==> config.mk <==
export PLATFORM = sky130hd
export DESIGN_NAME = hyperbus_reg_async_src
export DESIGN_NICKNAME = d
export VERILOG_FILES = /design/src/rtl/hyperbus_reg_async_src.sv
export SDC_FILE = /design/constraint.sdc
export NUM_CORES = 1
export LEC_CHECK = 0
export ABC_CLOCK_PERIOD_IN_PS = 6100
export BUFFER_PORTS_ARGS = -buffer_cell sky130_fd_sc_hd__buf_2
export CAP_MARGIN = 10
export CORE_MARGIN = 3
export CORE_UTILIZATION = 54
export DETAILED_ROUTE_END_ITERATION = 10
export HOLD_SLACK_MARGIN = 0.12
export PLACE_DENSITY = 0.83
export SLEW_MARGIN = 15
export SYNTH_ARGS = -nofsm -noshare
export SYNTH_HDL_FRONTEND = slang
export SYNTH_SLANG_ARGS = --single-unit
==> constraint.sdc <==
create_clock -name clk_i -period 6.1 [get_ports clk_i]
set_input_delay 0.305 -clock clk_i [delete_from_list [all_inputs] [get_ports clk_i]]
set_output_delay 0.305 -clock clk_i [all_outputs]
set_load 0.01 [all_outputs]
==> src/rtl/hyperbus_reg_async_src.sv <==
// Source side of the HyperBus register-bus CDC: turns one system-domain register
// request at a time into a 4-phase req/ack exchange and returns the response.
module hyperbus_reg_async_src #(
    parameter int RegAddrWidth = 32,
    parameter int RegDataWidth = 32,
    parameter int SyncStages   = 2,
    parameter int StallCycles  = 1024,
    localparam int RegReqWidth = RegAddrWidth + 1 + RegDataWidth + RegDataWidth / 8 + 1,
    localparam int RegRspWidth = RegDataWidth + 2
) (
    input  logic                   clk_i,
    input  logic                   rst_i,
    input  logic [RegReqWidth-1:0] reg_req_i,
    output logic [RegRspWidth-1:0] reg_rsp_o,
    output logic                   async_reg_req_req_o,
    input  logic                   async_reg_req_ack_i,
    output logic [RegReqWidth-1:0] async_reg_req_data_o,
    input  logic                   async_reg_rsp_req_i,
    output logic                   async_reg_rsp_ack_o,
    input  logic [RegRspWidth-1:0] async_reg_rsp_data_i,
    output logic                   busy_o,
    output logic                   stall_o
);

    typedef enum logic [2:0] {
        IDLE,
        REQ_HI,
        REQ_LO,
        RSP_WAIT,
        RSP_ACK,
        DONE
    } state_t;

    localparam logic [31:0] StallLimit = 32'(StallCycles);

    state_t                  state;
    logic [SyncStages-1:0]   ack_sync;
    logic [SyncStages-1:0]   rsp_req_sync;
    logic                    ack_s;
    logic                    rsp_req_s;
    logic                    req_q;
    logic                    rsp_ack_q;
    logic                    busy_q;
    logic                    ready_q;
    logic                    stall_q;
    logic [RegReqWidth-1:0]  req_data;
    logic [RegDataWidth-1:0] rsp_rdata;
    logic                    rsp_error;
    logic [31:0]             wait_cnt;
    logic                    hold;
    logic                    unused_rsp_ready;

    // The destination's own ready field carries no meaning on this side.
    assign unused_rsp_ready = async_reg_rsp_data_i[0];

    always_ff @(posedge clk_i or posedge rst_i) begin
        if (rst_i) begin
            ack_sync     <= '0;
            rsp_req_sync <= '0;
        end else begin
            ack_sync     <= {ack_sync[SyncStages-2:0], async_reg_req_ack_i};
            rsp_req_sync <= {rsp_req_sync[SyncStages-2:0], async_reg_rsp_req_i};
        end
    end

    assign ack_s     = ack_sync[SyncStages-1];
    assign rsp_req_s = rsp_req_sync[SyncStages-1];

    always_ff @(posedge clk_i or posedge rst_i) begin
        if (rst_i) begin
            state     <= IDLE;
            req_q     <= 1'b0;
            rsp_ack_q <= 1'b0;
            busy_q    <= 1'b0;
            ready_q   <= 1'b0;
            req_data  <= '0;
            rsp_rdata <= '0;
            rsp_error <= 1'b0;
        end else begin
            case (state)
                IDLE: begin
                    if (reg_req_i[0]) begin
                        req_data <= {reg_req_i[RegReqWidth-1:1], 1'b1};
                        req_q    <= 1'b1;
                        busy_q   <= 1'b1;
                        state    <= REQ_HI;
                    end
                end
                REQ_HI: begin
                    if (ack_s) begin
                        req_q <= 1'b0;
                        state <= REQ_LO;
                    end
                end
                REQ_LO: begin
                    if (!ack_s) begin
                        state <= RSP_WAIT;
                    end
                end
                RSP_WAIT: begin
                    // Payload has been stable for SyncStages cycles by the time rsp_req_s is seen.
                    if (rsp_req_s) begin
                        rsp_rdata <= async_reg_rsp_data_i[RegRspWidth-1:2];
                        rsp_error <= async_reg_rsp_data_i[1];
                        rsp_ack_q <= 1'b1;
                        state     <= RSP_ACK;
                    end
                end
                RSP_ACK: begin
                    if (!rsp_req_s) begin
                        rsp_ack_q <= 1'b0;
                        ready_q   <= 1'b1;
                        state     <= DONE;
                    end
                end
                DONE: begin
                    ready_q <= 1'b0;
                    busy_q  <= 1'b0;
                    state   <= IDLE;
                end
                default: begin
                    req_q     <= 1'b0;
                    rsp_ack_q <= 1'b0;
                    busy_q    <= 1'b0;
                    ready_q   <= 1'b0;
                    state     <= IDLE;
                end
            endcase
        end
    end

    // High on a cycle where a handshake state waits without moving on.
    always_comb begin
        hold = 1'b0;
        case (state)
            REQ_HI:   hold = !ack_s;
            REQ_LO:   hold = ack_s;
            RSP_WAIT: hold = !rsp_req_s;
            RSP_ACK:  hold = rsp_req_s;
            default:  hold = 1'b0;
        endcase
    end

    always_ff @(posedge clk_i or posedge rst_i) begin
        if (rst_i) begin
            wait_cnt <= '0;
            stall_q  <= 1'b0;
        end else begin
            if (hold) begin
                wait_cnt <= wait_cnt + 32'd1;
                if ((StallCycles != 0) && (wait_cnt + 32'd1 == StallLimit)) begin
                    stall_q <= 1'b1;
                end
            end else begin
                wait_cnt <= '0;
            end
            if ((state == RSP_ACK) && !rsp_req_s) begin
                stall_q <= 1'b0;
            end
        end
    end

    assign reg_rsp_o            = {rsp_rdata, rsp_error, ready_q};
    assign async_reg_req_req_o  = req_q;
    assign async_reg_req_data_o = req_data;
    assign async_reg_rsp_ack_o  = rsp_ack_q;
    assign busy_o               = busy_q;
    assign stall_o              = stall_q;

endmodule

After elaboration in Yosys (flattened, before gate mapping)
Cells that the tools add are included.
- flip-flop bits (word level): 147
- bits of input ports: 108
- output and inout port bits: 108
- word-level logic and storage cells: 66
- add/subtract/negate cells: 1
- equality and inequality tests: 11
- multiplexer cells: 20
- bitwise gates (word level): 4
- reduce and logical (&&, ||, !) cells: 18
- operators by type and width (cell ; number):
    adder 32 x 1 -> 32 bit, second input constant ; 1
    equality test 32 x 11 -> 1 bit, second input constant ; 1
    two-way mux 32 bit ; 1
    OR reduction 4 bit ; 4
    two-way mux 3 bit ; 5
    one-hot mux 3 bit (5 select lines) ; 1
    inequality test 2 bit, second input constant ; 5
    AND reduction 2 bit ; 5
    two-way mux 1 bit ; 8
    equality test 3 x 2 -> 1 bit, second input constant ; 2
    equality test 3 bit, second input constant ; 2
    one-hot mux 1 bit (3 select lines) ; 2
    AND reduction 3 bit ; 2
    AND reduction 5 bit ; 1
    inverter 1 bit ; 4
    one-hot mux 1 bit (2 select lines) ; 2
    one-hot mux 1 bit (4 select lines) ; 1
    nonzero test 2 bit ; 2
    equality test 3 x 1 -> 1 bit, second input constant ; 1
    logical NOT 3 bit ; 1
    logical NOT 1 bit ; 2
    logical AND 1 bit ; 1

Logic depth before layout (Yosys ltp)
- word-level depth: 5
- mapped depth: 9

Least setup slack after synthesis
Ideal clock, no wire load.
- path kind: reg2reg
- from: register wait_cnt[12]
- to: register stall_q (netlist: stall_o)
- setup time: 0.092 ns
- arrival time: 2.373 ns
- data required time: 6.008 ns
- setup slack: 3.635 ns
- stages on the path, launching flop included: 10
- clock period less this slack: 2.465 ns
- path through: dfrtp_1 -> buf_2 -> nand4_1 -> or4_1 -> buf_2 -> or4_4 -> xnor2_2 -> nor3_1 -> o2111ai_2 -> o31ai_2
- word-level cells in the longest chain between the ends: 4
- RTL lines (item ; line ; text):
    start: declaration ; 49 ; logic [31:0] wait_cnt;
    start signal: assignment ; 150 ; wait_cnt <= wait_cnt + 32'd1;
    adder 32 x 1 -> 32 bit ; 151 ; if ((StallCycles != 0) && (wait_cnt + 32'd1 == StallLimit)) begin
    equality test 32 x 11 -> 1 bit ; 151 ;
    nonzero test 2 bit (no line) ; -- ;
    AND reduction 2 bit (no line) ; -- ;
    end signal: assignment ; 147 ; stall_q <= 1'b0;
    end signal: assignment ; 152 ; stall_q <= 1'b1;
    end signal: assignment ; 158 ; stall_q <= 1'b0;
    end: declaration ; 45 ; logic stall_q;
Every way passes these cells.
A chain may end at the register's enable or synchronous reset.

Final worst setup path
- from: register wait_cnt[3]
- to: register stall_q (netlist: stall_o)
Same word-level chain as after synthesis.

==> run summary <==
Post-DP HPWL: 10850 µm
Critical-path cell list: nand4_2, nor4_2, and3_1, mux2_2, o41ai_1, nand4_1, o31ai_2
Crit path max fanout: 8
Syn Nets: 605
Worst VDD drop: 0.3560 mV
Crit. Startpoint: wait_cnt[3]
Top Family by Delay on Critical Path: simple AND/OR/NAND/NOR gates
Req. time, crit path: 6.43 ns
FILL cells: 536
CTS root buffer: clkbuf_16
Die Area: 12940 µm²
Max-cap violations: 0
Max Used Layer: met5
Core ar.: 11080 µm²
Global-route wire length before repair: 32980 µm
Most used DFF post-synth: dfrtp_1
WP data arrival: 3.41 ns
Hold path startpoint: reg_req_i[7]
Routed metal-1 wire length: 7630 µm
Detail Route met3 WL: 2197 µm
Part of the cycle the worst path needs: 50.50%
Max-slew violations: 0
Post-synth EDFFs: 0
Drc violations: 0
FF+latch area: 3679 µm²
Layout cells sized above 1: 45.79%
Final hold violations: 0
Routed vias: 5640
Reg clk slew, reported paths: 0.06 ns
Setup WS pre-CTS: 3.242 ns
H-tree lvl count: 4
Register area share after synthesis: 58.68%
Synth Area per Inst: 12.66 µm²
Largest net degree at the start of global routing: 85
Reg2reg start: wait_cnt[3]
CTS tree: yes
Num CTS Buffers: 17
Die Width: 113.7 µm
Synth warnings: 0
Routed length per placed instance: 25.18 µm
Area of the multi-input gates: 2455 µm²
1st-pass router iterations: 7
Placer's final routability congestion estimate: 0.8247
Synth Register Bits: 147
I/O pins: 216
Yosys cell types: 44
Final WL: 23320 µm
Worst-Margin Slew: 0.9608 ns
Status: finished clean
# rows: 38
CP endpoint kind: flip-flop
Post-Synthesis Cells: 495
RSZ-0062 raised after global routing: no
Die Y: 113.7 µm
Final ANT Viol Nets: 0
DRT iter0 DRCs: 634
Setup TNS: 0 ns
Final Setup Violations: 0
Setup CP Type: flip-flop to flip-flop
FMAX: 324.6 MHz
Port Buffers: 214
Clk buf depth: 2
Vias in the first global route: 5926
Pwr dens: 485.8 nW/µm²
Bufs and invs on worst path: 0
Setup ws final: 3.020 ns
Ys async rst share: 100.0%
WL met2: 11990 µm
Syn Std Cell Area: 6269 µm²
Worst clock skew: 0.01026 ns
Setup bufs post-CTS: 0
Hold WC Path Type: primary input to flip-flop
Post-route minimum period: 3.080 ns
Leakage: 4.051 nW
Via density: 6.091
Layout Nets: 881
GRT Util Overall: 34.18%
Initial Util: 56.58%
Max stage delay on crit path: 0.76 ns
Area Growth Syn to Fin: 38.80%
Slowest cell on the critical path: nor4_2
Clk_lat worst skew: 0.43 ns
Worst slew margin: 35.94%
Clk sinks: 147
Antenna violations before repair: 1
CP Launch Type: flip-flop
GR Overflow Total: 0
placed cells by master, fill, tap and decap left out, types with 2 or more instances in the layout:
cell,n
nor3_1,9
o211ai_1,2
dfrtp_1,147
ha_1,2
nand2_1,22
a21oi_1,9
nor3b_1,2
clkinvlp_4,2
and3_1,9
and2_1,3
dlygate4sd3_1,68
nand2b_1,3
nand4_1,6
mux2_2,104
or2_2,2
or3_1,5
nor2_1,39
clkbuf_1,5
nor2b_1,6
nor4_1,4
clkbuf_16,17
buf_2,214
xor2_1,12
a31oi_1,2
or4_1,2
a2bb2oi_1,2
buf_4,3
inv_1,7
nand3_1,19
xnor2_1,20
bufinv_16,3
o21ai_0,9
mux2i_1,2
clkinv_2,4
diode_2,2
worst register-to-register path, stage by stage (launching register included):
cell and delay (ns):
dfrtp_1 0.51, nand4_2 0.26, nor4_2 0.77, and3_1 0.37, mux2_2 0.36, o41ai_1 0.29, nand4_1 0.18, o31ai_2 0.25
cell families (layout without fill, tap and decap cells):
group	after synthesis	in the layout	synth area share (%)
DFF	147	147	58.68
and+or+nand+nor	138	138	11.28
muxes	106	106	19.00
buffers and inverters	36	325	2.415
AOI/OAI and AO/OA	33	33	3.493
xor gates and xnor gates	33	33	4.731
adders and majority gates	2	2	0.3991
other	0	2	0
area by class of cell:
| cell class | instances | share of cell area (%) |
|---|---|---|
| inverters | 8 | 0.4026 |
| well taps | 140 | 2.013 |
| diodes | 2 | 0.05752 |
| flip-flops and latches | 147 | 42.28 |
| multi-input cells | 312 | 28.21 |
| clock buffers | 22 | 5.105 |
| repair buffers | 285 | 20.39 |
| clock inverters | 10 | 1.539 |
power by group:
part | switching (mW) | internal [mW]
sequential | 0.309 | 1.36
combinational | 0.808 | 0.688
clock | 0.425 | 0.642
total | 1.54 | 2.68
per-stage QoR:
stage                     util (%)  total power [mW]  cells  hold slack, ns  cell area (µm²)
after global routing         78.54             4.351    926          0.1176             8701
after global placement       67.13             2.828    824          0.3336             7437
after floorplan                  -             2.333    495          0.3312             6269
after detailed placement     67.13             2.897    824          0.3465             7437
final                        78.54             4.227    926          0.1226             8701
after CTS                    78.31             3.983    922          0.1203             8676
synth_stat cells (4+ instances only):
library cell / instances / share of area (%)
nand2_1: 22 / 1.3
inv_1: 8 / 0.48
buf_2: 4 / 0.32
and3_1: 9 / 0.90
and2_1: 4 / 0.40
nand3_1: 19 / 1.5
clkbuf_1: 21 / 1.3
dfrtp_1: 147 / 59
mux2_2: 104 / 19
nor3_1: 9 / 0.72
xnor2_1: 20 / 2.8
o21ai_0: 9 / 0.72
nor2b_1: 6 / 0.60
xor2_1: 12 / 1.7
or3_1: 5 / 0.50
nand4_1: 6 / 0.60
a21oi_1: 9 / 0.72
nor2_1: 39 / 2.3
nor4_1: 4 / 0.40
final timing paths:
kind                                                 end  cells after the start  slack (ns)
worst max-delay path                             stall_o                      7        3.02
worst min-delay path             async_reg_req_data_o[7]                      2        0.12
worst max register to register                   stall_o                      7        3.02
worst min register to register           rsp_req_sync[1]                      0        0.36
max in group asynchronous                   rsp_rdata[9]                      4        4.16
min in group asynchronous       async_reg_req_data_o[58]                      3        0.63
what timing repair did:
action | in CTS | in global routing
hold endpoints to repair | 148 | 2
resized for setup | 0 | 0
hold buffers | 66 | 2
registers in the layout, indices dropped and copies added (netlist names):
signal and count:
rsp_rdata 32, busy_o 1, ack_sync 2, ready_q 1, rsp_error 1, stall_o 1
rsp_req_sync 2, async_reg_rsp_ack_o 1, wait_cnt 32, state 3, async_reg_req_req_o 1, async_reg_req_data_o 70
metal layers:
| metal | GRT usage, % | vias up |
|---|---|---|
| met2 | 59.25 | 469 |
| met4 | 17.47 | 2 |
| met5 | 0 | - |
| met1 | 38.30 | 2745 |
| met3 | 9.920 | 141 |
| li1 | - | 2283 |
Power figures use the tool's default switching activity.
